$ cat src/rtl/imm_decode_queue_pkg.sv
// -----------------------------------------------------------------------------
// imm_decode_queue_pkg
//   Shared RISC-V decode types for the decode-stage front end: opcode
//   constants, immediate format enum, queue occupancy state and the queue
//   entry payload.
//   No ports (package).
// -----------------------------------------------------------------------------
package imm_decode_queue_pkg;

    localparam int unsigned DATA_W      = 32;
    localparam int unsigned QUEUE_DEPTH = 2;
    localparam int unsigned OPC_W       = 7;

    localparam logic [OPC_W-1:0] OPC_LOAD   = 7'b0000011;
    localparam logic [OPC_W-1:0] OPC_OP_IMM = 7'b0010011;
    localparam logic [OPC_W-1:0] OPC_AUIPC  = 7'b0010111;
    localparam logic [OPC_W-1:0] OPC_STORE  = 7'b0100011;
    localparam logic [OPC_W-1:0] OPC_LUI    = 7'b0110111;
    localparam logic [OPC_W-1:0] OPC_BRANCH = 7'b1100011;
    localparam logic [OPC_W-1:0] OPC_JALR   = 7'b1100111;
    localparam logic [OPC_W-1:0] OPC_JAL    = 7'b1101111;

    typedef enum logic [2:0] {
        FMT_NONE = 3'd0,
        FMT_I    = 3'd1,
        FMT_ISH  = 3'd2,
        FMT_S    = 3'd3,
        FMT_B    = 3'd4,
        FMT_J    = 3'd5,
        FMT_U    = 3'd6
    } imm_fmt_e;

    // Occupancy count doubles as the FSM state.
    typedef enum logic [1:0] {
        Q_EMPTY = 2'd0,
        Q_ONE   = 2'd1,
        Q_FULL  = 2'd2
    } q_state_e;

    typedef struct packed {
        logic [DATA_W-1:0] inst;
        logic [DATA_W-1:0] pc;
        logic [DATA_W-1:0] imm;
        imm_fmt_e          fmt;
        logic              illegal;
    } q_entry_t;

    // Sign-extend a 12-bit I/S immediate to the datapath width.
    function automatic logic [DATA_W-1:0] sext12(input logic [11:0] v);
        return {{(DATA_W-12){v[11]}}, v};
    endfunction

endpackage

$ cat src/rtl/imm_decode_queue_if.sv
// -----------------------------------------------------------------------------
// imm_decode_queue_if
//   Fetch-side and ID/EX-side handshakes of the decode queue.
//   master : fetch + downstream side (drives in_*, out_ready)
//   slave  : the decode queue (drives in_ready, out_*)
//   Signals: in_valid/in_ready/in_inst/in_pc,
//            out_valid/out_ready/out_inst/out_pc/out_imm/out_fmt/
//            out_target/out_illegal
// -----------------------------------------------------------------------------
interface imm_decode_queue_if;
    import imm_decode_queue_pkg::*;

    logic              in_valid;
    logic              in_ready;
    logic [DATA_W-1:0] in_inst;
    logic [DATA_W-1:0] in_pc;
    logic              out_valid;
    logic              out_ready;
    logic [DATA_W-1:0] out_inst;
    logic [DATA_W-1:0] out_pc;
    logic [DATA_W-1:0] out_imm;
    imm_fmt_e          out_fmt;
    logic [DATA_W-1:0] out_target;
    logic              out_illegal;

    modport master (
        output in_valid, in_inst, in_pc, out_ready,
        input  in_ready, out_valid, out_inst, out_pc, out_imm, out_fmt,
               out_target, out_illegal
    );

    modport slave (
        input  in_valid, in_inst, in_pc, out_ready,
        output in_ready, out_valid, out_inst, out_pc, out_imm, out_fmt,
               out_target, out_illegal
    );
endinterface

$ cat src/rtl/imm_decode_queue_imm_expand.sv
// -----------------------------------------------------------------------------
// imm_decode_queue_imm_expand
//   Combinational RV32I immediate expansion and format classification.
//   Optional macro: IMM_ILLEGAL_CHECK_EN enables the illegal-encoding flag;
//   without it illegal_c is tied 0.
//   Ports:
//     inst      in   32  instruction word
//     imm_c     out  32  expanded immediate
//     fmt_c     out  3   immediate format
//     illegal_c out  1   illegal encoding flag
// -----------------------------------------------------------------------------
module imm_decode_queue_imm_expand
    import imm_decode_queue_pkg::*;
(
    input  logic [DATA_W-1:0] inst,
    output logic [DATA_W-1:0] imm_c,
    output imm_fmt_e          fmt_c,
    output logic              illegal_c
);

    logic [OPC_W-1:0] opc;
    logic [2:0]       funct3;

    assign opc    = inst[6:0];
    assign funct3 = inst[14:12];

    // Immediate and format by opcode.
    always_comb begin
        imm_c = '0;
        fmt_c = FMT_NONE;
        case (opc)
            OPC_LOAD, OPC_JALR: begin
                imm_c = sext12(inst[31:20]);
                fmt_c = FMT_I;
            end
            OPC_OP_IMM: begin
                if (funct3 == 3'b101) begin
                    imm_c = {(DATA_W-5)'(0), inst[24:20]};
                    fmt_c = FMT_ISH;
                end else begin
                    imm_c = sext12(inst[31:20]);
                    fmt_c = FMT_I;
                end
            end
            OPC_STORE: begin
                imm_c = sext12({inst[31:25], inst[11:7]});
                fmt_c = FMT_S;
            end
            OPC_BRANCH: begin
                imm_c = {{(DATA_W-12){inst[31]}}, inst[7], inst[30:25], inst[11:8], 1'b0};
                fmt_c = FMT_B;
            end
            OPC_JAL: begin
                imm_c = {{(DATA_W-20){inst[31]}}, inst[19:12], inst[20], inst[30:21], 1'b0};
                fmt_c = FMT_J;
            end
            OPC_LUI, OPC_AUIPC: begin
                imm_c = {inst[31:12], 12'b0};
                fmt_c = FMT_U;
            end
            default: begin
                imm_c = '0;
                fmt_c = FMT_NONE;
            end
        endcase
    end

`ifdef IMM_ILLEGAL_CHECK_EN
    // Unknown opcode, non-32-bit encoding, or bad funct7 on OP-IMM shifts.
    always_comb begin
        illegal_c = (fmt_c == FMT_NONE) || (inst[1:0] != 2'b11);
        if (opc == OPC_OP_IMM) begin
            if ((funct3 == 3'b001) && (inst[31:25] != 7'b0000000)) begin
                illegal_c = 1'b1;
            end
            if ((funct3 == 3'b101) &&
                (inst[31:25] != 7'b0000000) && (inst[31:25] != 7'b0100000)) begin
                illegal_c = 1'b1;
            end
        end
    end
`else
    assign illegal_c = 1'b0;
`endif

endmodule

$ cat src/rtl/imm_decode_queue.sv
// -----------------------------------------------------------------------------
// imm_decode_queue
//   Registered decode-stage front end: 2-entry skid queue between fetch and
//   ID/EX. Immediates are expanded at push and stored, so every output is a
//   flop. flush empties the queue and drops any same-cycle push.
//   Optional macro: IMM_ILLEGAL_CHECK_EN (out_illegal flag; tied 0 otherwise).
//   Ports:
//     clk    in  rising-edge clock
//     reset  in  asynchronous active-high reset
//     flush  in  discard all queued entries
//     bus    slave modport of imm_decode_queue_if (in_* / out_* handshakes)
// -----------------------------------------------------------------------------
module imm_decode_queue
    import imm_decode_queue_pkg::*;
#(
    parameter int unsigned XLEN  = DATA_W,
    parameter int unsigned DEPTH = QUEUE_DEPTH
) (
    input  logic               clk,
    input  logic               reset,
    input  logic               flush,
    imm_decode_queue_if.slave  bus
);

    if ((XLEN != 32) || (DEPTH != 2)) begin : g_param_check
        $error("imm_decode_queue supports only XLEN=32 and DEPTH=2");
    end

    q_state_e          state_q;
    q_state_e          state_nxt;
    q_entry_t          head_q;
    q_entry_t          tail_q;
    q_entry_t          head_nxt;
    q_entry_t          tail_nxt;
    q_entry_t          new_entry;
    logic [DATA_W-1:0] target_q;
    logic [DATA_W-1:0] target_nxt;
    logic              in_ready_q;
    logic              out_valid_q;
    logic              in_ready_nxt;
    logic              out_valid_nxt;
    logic              push_c;
    logic              pop_c;

    logic [DATA_W-1:0] exp_imm;
    imm_fmt_e          exp_fmt;
    logic              exp_illegal;

    imm_decode_queue_imm_expand u_imm_expand (
        .inst      (bus.in_inst),
        .imm_c     (exp_imm),
        .fmt_c     (exp_fmt),
        .illegal_c (exp_illegal)
    );

    // Entry built from the fetch side, decoded before it is stored.
    always_comb begin
        new_entry.inst    = bus.in_inst;
        new_entry.pc      = bus.in_pc;
        new_entry.imm     = exp_imm;
        new_entry.fmt     = exp_fmt;
        new_entry.illegal = exp_illegal;
    end

    assign push_c = bus.in_valid & in_ready_q;
    assign pop_c  = out_valid_q & bus.out_ready;

    // State register.
    always_ff @(posedge clk or posedge reset) begin
        if (reset) begin
            state_q <= Q_EMPTY;
        end else begin
            state_q <= state_nxt;
        end
    end

    // Next-state: occupancy update, flush dominates.
    always_comb begin
        state_nxt = state_q;
        if (flush) begin
            state_nxt = Q_EMPTY;
        end else begin
            case (state_q)
                Q_EMPTY: if (push_c) state_nxt = Q_ONE;
                Q_ONE: begin
                    if (push_c && !pop_c) begin
                        state_nxt = Q_FULL;
                    end else if (pop_c && !push_c) begin
                        state_nxt = Q_EMPTY;
                    end
                end
                Q_FULL:  if (pop_c) state_nxt = Q_ONE;
                default: state_nxt = Q_EMPTY;
            endcase
        end
    end

    // Output/datapath next values: slot moves and registered flags.
    always_comb begin
        head_nxt = head_q;
        tail_nxt = tail_q;
        if (!flush) begin
            case (state_q)
                Q_EMPTY: if (push_c) head_nxt = new_entry;
                Q_ONE: begin
                    if (push_c && pop_c) begin
                        head_nxt = new_entry;
                    end else if (push_c) begin
                        tail_nxt = new_entry;
                    end
                end
                Q_FULL:  if (pop_c) head_nxt = tail_q;
                default: head_nxt = head_q;
            endcase
        end
        // Target follows whatever lands in the head slot (32-bit wrap).
        target_nxt    = head_nxt.pc + head_nxt.imm;
        in_ready_nxt  = (state_nxt != Q_FULL);
        out_valid_nxt = (state_nxt != Q_EMPTY);
    end

    // Data and handshake flag registers.
    always_ff @(posedge clk or posedge reset) begin
        if (reset) begin
            head_q      <= '0;
            tail_q      <= '0;
            target_q    <= '0;
            in_ready_q  <= 1'b1;
            out_valid_q <= 1'b0;
        end else begin
            head_q      <= head_nxt;
            tail_q      <= tail_nxt;
            target_q    <= target_nxt;
            in_ready_q  <= in_ready_nxt;
            out_valid_q <= out_valid_nxt;
        end
    end

    assign bus.in_ready    = in_ready_q;
    assign bus.out_valid   = out_valid_q;
    assign bus.out_inst    = head_q.inst;
    assign bus.out_pc      = head_q.pc;
    assign bus.out_imm     = head_q.imm;
    assign bus.out_fmt     = head_q.fmt;
    assign bus.out_target  = target_q;
    assign bus.out_illegal = head_q.illegal;

endmodule

$ cat src/flat_wrapper.sv
// flat-port wrapper written by rule: the top's interface ports become plain ports
module imm_decode_queue_flat import imm_decode_queue_pkg::*;
#(
    parameter int unsigned XLEN  = DATA_W,
    parameter int unsigned DEPTH = QUEUE_DEPTH
)
  (clk, reset, flush, bus_in_valid, bus_in_inst, bus_in_pc, bus_out_ready, bus_in_ready, bus_out_valid, bus_out_inst, bus_out_pc, bus_out_imm, bus_out_fmt, bus_out_target, bus_out_illegal);
  imm_decode_queue_if bus_i ();
  input  logic clk;
  input  logic reset;
  input  logic flush;
  input wire logic [$bits(bus_i.in_valid)-1:0] bus_in_valid;
  input wire logic [$bits(bus_i.in_inst)-1:0] bus_in_inst;
  input wire logic [$bits(bus_i.in_pc)-1:0] bus_in_pc;
  input wire logic [$bits(bus_i.out_ready)-1:0] bus_out_ready;
  output wire logic [$bits(bus_i.in_ready)-1:0] bus_in_ready;
  output wire logic [$bits(bus_i.out_valid)-1:0] bus_out_valid;
  output wire logic [$bits(bus_i.out_inst)-1:0] bus_out_inst;
  output wire logic [$bits(bus_i.out_pc)-1:0] bus_out_pc;
  output wire logic [$bits(bus_i.out_imm)-1:0] bus_out_imm;
  output wire logic [$bits(bus_i.out_fmt)-1:0] bus_out_fmt;
  output wire logic [$bits(bus_i.out_target)-1:0] bus_out_target;
  output wire logic [$bits(bus_i.out_illegal)-1:0] bus_out_illegal;
  assign bus_i.in_valid = bus_in_valid;
  assign bus_i.in_inst = bus_in_inst;
  assign bus_i.in_pc = bus_in_pc;
  assign bus_i.out_ready = bus_out_ready;
  assign bus_in_ready = bus_i.in_ready;
  assign bus_out_valid = bus_i.out_valid;
  assign bus_out_inst = bus_i.out_inst;
  assign bus_out_pc = bus_i.out_pc;
  assign bus_out_imm = bus_i.out_imm;
  assign bus_out_fmt = bus_i.out_fmt;
  assign bus_out_target = bus_i.out_target;
  assign bus_out_illegal = bus_i.out_illegal;
  imm_decode_queue #(.XLEN(XLEN), .DEPTH(DEPTH)) u_core (.clk(clk), .reset(reset), .flush(flush), .bus(bus_i));
endmodule
$ cat config.mk
export PLATFORM = sky130hd
export DESIGN_NAME = imm_decode_queue_flat
export DESIGN_NICKNAME = d
export VERILOG_FILES = /design/src/rtl/imm_decode_queue_pkg.sv /design/src/rtl/imm_decode_queue_if.sv /design/src/rtl/imm_decode_queue_imm_expand.sv /design/src/rtl/imm_decode_queue.sv /design/src/flat_wrapper.sv
export SDC_FILE = /design/constraint.sdc
export NUM_CORES = 1
export LEC_CHECK = 0
export BUFFER_PORTS_ARGS = -buffer_cell sky130_fd_sc_hd__buf_4
export CAP_MARGIN = 25
export CORE_ASPECT_RATIO = 1.1
export CORE_MARGIN = 2
export CORE_UTILIZATION = 51
export DETAILED_ROUTE_END_ITERATION = 16
export PLACE_DENSITY = 0.88
export SETUP_SLACK_MARGIN = 0.3
export SLEW_MARGIN = 10
export SYNTH_ARGS = -nofsm -noshare
export SYNTH_HDL_FRONTEND = slang
export SYNTH_SLANG_ARGS = --single-unit
$ cat constraint.sdc
create_clock -name clk -period 6.66 [get_ports clk]
set_clock_uncertainty 0.05 [all_clocks]
set_input_delay 0.333 -clock clk [delete_from_list [all_inputs] [get_ports clk]]
set_output_delay 0.333 -clock clk [all_outputs]
set_load 0.05 [all_outputs]
Word level (Yosys, flattened, before mapping)
Index checks and enable logic that the tools add are counted.
{"block": "word_totals", "in_bits": 69, "regBits": 235, "word_cells": 60, "output_inout_bits": 134}
{"block": "op_classes", "n_mux": 15, "n_reduce_logical": 12, "add_sub_neg": 1, "n_bitwise": 4, "n_eq_ne": 15}
{"operator": "two-way mux 100 bit", "n": 3}
{"operator": "one-hot mux 100 bit (3 select lines)", "n": 1}
{"operator": "one-hot mux 32 bit (6 select lines)", "n": 1}
{"operator": "two-way mux 68 bit", "n": 1}
{"operator": "adder 32 bit", "n": 1}
{"operator": "two-way mux 32 bit", "n": 1}
{"operator": "equality test 7 bit (second input constant)", "n": 3}
{"operator": "one-hot mux 3 bit (6 select lines)", "n": 1}
{"operator": "equality test 7 x 5 -> 1 bit (second input constant)", "n": 2}
{"operator": "equality test 7 x 6 -> 1 bit (second input constant)", "n": 2}
{"operator": "two-way mux 2 bit", "n": 6}
{"operator": "equality test 7 x 2 -> 1 bit (second input constant)", "n": 1}
{"operator": "inequality test 2 x 1 -> 1 bit (second input constant)", "n": 3}
{"operator": "one-hot mux 2 bit (3 select lines)", "n": 1}
{"operator": "AND reduction 5 bit", "n": 1}
{"operator": "AND reduction 4 bit", "n": 1}
{"operator": "OR reduction 2 bit", "n": 2}
{"operator": "equality test 3 bit (second input constant)", "n": 1}
{"operator": "logical AND 1 bit", "n": 3}
{"operator": "nonzero test 3 bit", "n": 1}
{"operator": "AND 1 bit", "n": 2}
{"operator": "equality test 2 x 1 -> 1 bit (second input constant)", "n": 1}
{"operator": "equality test 2 bit (second input constant)", "n": 1}
{"operator": "logical NOT 1 bit", "n": 2}
{"operator": "4 further kinds", "n": 5}

Depth between registers and ports, before layout
{"block": "logic_depth", "word_depth": 8, "mapped_depth": 18}

By module
Synthesis repeated with hierarchy kept, for this count alone.
{"block": "hier_totals", "cells_unflattened": 1018, "area_unflattened_um2": 11141.9}
{"mod": "imm_decode_queue", "n_inst": 1, "area_each_um2": 10568.9, "cells_per_inst": 932}
{"mod": "imm_decode_queue_imm_expand", "n_inst": 1, "area_each_um2": 573.0, "cells_per_inst": 86}

Worst setup path after synthesis
OpenSTA, ideal clock, no wires.
{"block": "synth_path", "path_type": "register to register", "startpoint": "reg u_core.in_ready_q (netlist: u_core.bus.in_ready)", "endpoint": "reg u_core.target_q[28] (netlist: u_core.bus.out_target[28])", "t_required_ps": 6484, "synth_period_minus_slack_ps": 4283, "path_buffers": 2, "stages_incl_launch_ff": 17, "slack_ps": 2377, "setup_time_ps": 126, "arrival_ps": 4107, "path_cell_list": "dfstp_2 > nand3b_1 > a21oi_1 > o21ai_1 > buf_2 > buf_1 > nand2_1 > o21ai_0 > ha_1 > fa_1 > a21o_1 > a221o_1 > a31oi_4 > o31ai_2 > a21oi_2 > a21oi_1 > a311o_1"}
{"element": "start: declaration", "line_no": "imm_decode_queue.sv:38", "rtl": "logic in_ready_q;"}
{"element": "start signal: assignment", "line_no": "imm_decode_queue.sv:134", "rtl": "in_ready_q <= in_ready_nxt;"}
{"element": "end signal: assignment", "line_no": "imm_decode_queue.sv:133", "rtl": "target_q <= target_nxt;"}
{"element": "end: declaration", "line_no": "imm_decode_queue.sv:36", "rtl": "logic [DATA_W-1:0] target_q;"}

==> reports/results.ini <==
[cts]
root_buffer=clkbuf_16
h-tree-depth=1
cts_resized=0
cts.sink_count=234
numCtsBuffers=24
cts_tree=yes
clock_path_buffers=3
worstSkewPairLatency_ns=0.52
clk_pin_slew_worst_paths_ns=0.06

[synth]
yosys-top-cells-count=dfrtp_1 (233), o21ai_0 (182), nand2_1 (164)
yosysWarnings=0
ys_seq_area_frac=0.514
synth_edf_count=0
syn-cell-area_um2=11400
yosysTopAreaCellShare=0.512
yosysTopAreaCell=dfrtp_1
ys_types=65
syn_nets=1236
synthArstFlopShare=1.00
yosysMostFrequentCell=dfrtp_1
avgSynthCellArea_um2=10.0
synth.area.top_cells=dfrtp_1 (51%), o21ai_0 (8.0%), mux2_2 (6.6%)
ys_ff_latch=234
synthesis.instances=1135
synth-main-ff-cell=dfrtp_1

[drt]
drt-initial-drc-count=1082
ant_nets=0
via_per_inst=6.08
wl_um=33100
drt_first_pass_iters=5
drc_errors=0
wire_per_inst_um=20.4
vias=9853

[worst_setup_path]
start_kind=register
rr_worst_depth=14
end_kind=register
reg2reg_from=u_core.state_q[0]$_DFF_PP0_
path_class=reg -> reg
worstPathMaxFanout=78
regToRegSetupSlack_ns=2.11
reg2reg_to=u_core.bus.out_target[28]$_DFF_PP0_
cp.arrival_ns=4.90
required_ns=7.01

[grt]
antenna_found_initial=0
first_global_vias=9609
grt_overflow=0
grt_max_degree=190
grt_pass1_wl_um=52200
grt_usage=0.277

[place]
placed_area_um2=13100
dp_hpwl_um=22700
place.gp.congestion=0.896
port_buffers=201

[min_path]
hold_path_end=u_core.tail_q[45]$_DFFE_PP0P_
hp-start=bus_in_pc[9]
hold_path_class=in -> reg
whs_path_depth=2

[finish]
area.growth.synth_to_final_pct=23.1
nets=1410
drive_above_1_share=0.256
fin_util=0.636
final_cell_area_um2=14000
fillerInstances=1716
diodes=0

[die]
start_util=0.517
ioPinCount=203
die_w_um=146
die_h_um=161
row_count=57
core_area_um2=22000
die_area_um2=23500

[power]
p_leak_uw=0.00651
vdd_ir_drop_max_v=0.000259
power.density_nw_per_um2=375

[sta]
slew_headroom=0.327
finalSetupViolCount=0
rsz0062_at_grt=false
max_slew.worst_pin.slew_ns=1.01
hold_violations=0
fin_crit_sh=0.683
fmax_ghz=0.220
fin_setup_tns_ns=0
layout_min_cycle_time_ns=4.55
slew_violations=0

[job]
max-cap-violations=0

[outcome]
status=finished, final reports clean

==> metrics by stage <==
stage / hold WS, ns / std cells / total power (µW) / setup slack [ns]
6_report: 0.00890 / 1621 / 5260 / 2.11
5_1_grt: 0.00508 / 1621 / 5470 / 1.83
4_1_cts: 0.00270 / 1619 / 5250 / 1.99
3_5_place_dp: 0.421 / 1571 / 3870 / 2.01
3_3_place_gp: 0.412 / 1571 / 3830 / 2.10
2_1_floorplan: 0.400 / 1135 / 3270 / 2.38
==> cell usage in the layout (no fill, tap or decap), types with 4 or more instances in the layout <==
master	netlist	layout
nor2_1	31	30
and3_1	4	4
a31oi_1	4	4
dfrtp_1	233	233
ha_1	31	31
clkinv_2	0	4
mux2_2	67	67
dlygate4sd3_1	0	5
clkbuf_1	58	4
xnor2_1	15	15
or3_1	4	4
a21o_1	18	18
clkbuf_8	0	5
nand3_1	11	11
nand4_1	4	4
o21bai_1	5	5
clkinvlp_4	0	4
xor2_1	10	10
inv_1	13	12
buf_4	1	213
nand2_1	164	164
a21oi_1	82	81
a22o_1	11	11
a22oi_1	71	71
o211ai_1	4	4
nand2b_1	7	7
clkbuf_16	0	25
o21ai_0	182	182
nor3_1	7	7
a2bb2oi_1	9	9
and2_1	25	25
==> layout make-up <==
type | count | area (µm²) | area share
Clock inverter | 9 | 103 | 0.00732
Timing Repair Buffer | 220 | 1680 | 0.120
Clock buffer | 34 | 709 | 0.0506
Tap cell | 295 | 369 | 0.0263
Sequential cell | 234 | 5860 | 0.418
Inverter | 13 | 52.6 | 0.00375
Multi-Input combinational cell | 816 | 5240 | 0.374
==> power by group <==
| group | leakage, µW | internal, µW | switching [µW] |
|---|---|---|---|
| combinational | 0.00313 | 611 | 1240 |
| sequential | 0.00299 | 1800 | 220 |
| clock | 0.000393 | 818 | 565 |
==> layer usage <==
layer	vias to the layer above	global-route usage	routed length, µm
met5	-	0	0
met4	0	0.0922	1080
met3	64	0.0435	2530
met2	460	0.455	15900
met1	4874	0.379	13600
li1	4455	-	-
==> how the worst max path moves through the flow <==
stage,startpoint,to,slack [ns]
floorplan,u_core.bus.in_ready$_DFF_PP1_,u_core.bus.out_target[28]$_DFF_PP0_,2.38
global placement,u_core.state_q[1]$_DFF_PP0_,u_core.bus.out_target[28]$_DFF_PP0_,2.10
detailed placement,u_core.state_q[1]$_DFF_PP0_,u_core.bus.out_target[28]$_DFF_PP0_,2.01
CTS,u_core.state_q[1]$_DFF_PP0_,u_core.bus.out_target[28]$_DFF_PP0_,1.99
global route,u_core.state_q[0]$_DFF_PP0_,u_core.bus.out_target[28]$_DFF_PP0_,1.83
finish,u_core.state_q[0]$_DFF_PP0_,u_core.bus.out_target[28]$_DFF_PP0_,2.11
==> critical path: stages (launching register included) <==
cell,delay (ns)
dfrtp_1,0.46
nand2b_1,0.24
nor2_4,0.16
buf_4,0.74
a22oi_1,0.25
o21ai_0,0.34
ha_1,0.27
fa_1,0.22
a21o_1,0.14
a221o_1,0.25
a31oi_4,0.15
o31ai_2,0.46
a21o_1,0.24
a2111oi_2,0.08
a311o_1,0.32
==> sequential cells by signal, indices dropped and copies added (netlist names), 2 cells and up <==
register               cells
u_core.bus.out_fmt         3
u_core.bus.out_imm        32
u_core.bus.out_inst       32
u_core.bus.out_pc         32
u_core.bus.out_target     32
u_core.state_q             2
u_core.tail_q             99
==> logic make-up (layout without fill, tap and decap cells) <==
logic type / after synthesis / in the layout / synth area share
AO/OA/AOI/OAI: 419 / 419 / 0.226
XOR/XNOR: 25 / 25 / 0.0192
adder cells (fa/ha/maj): 32 / 32 / 0.0358
buffers and inverters: 85 / 276 / 0.0291
flip-flops: 234 / 234 / 0.514
multiplexers: 69 / 69 / 0.0680
other: 1 / 1 / 0.000329
AND/OR/NAND/NOR: 270 / 270 / 0.107
==> timing repair <==
action                                 in CTS  in global routing
endpoints found under the hold margin      49                  0
hold buffers                                5                  0
setup buffers                               0                  0
(Power assumes the default switching activity.)
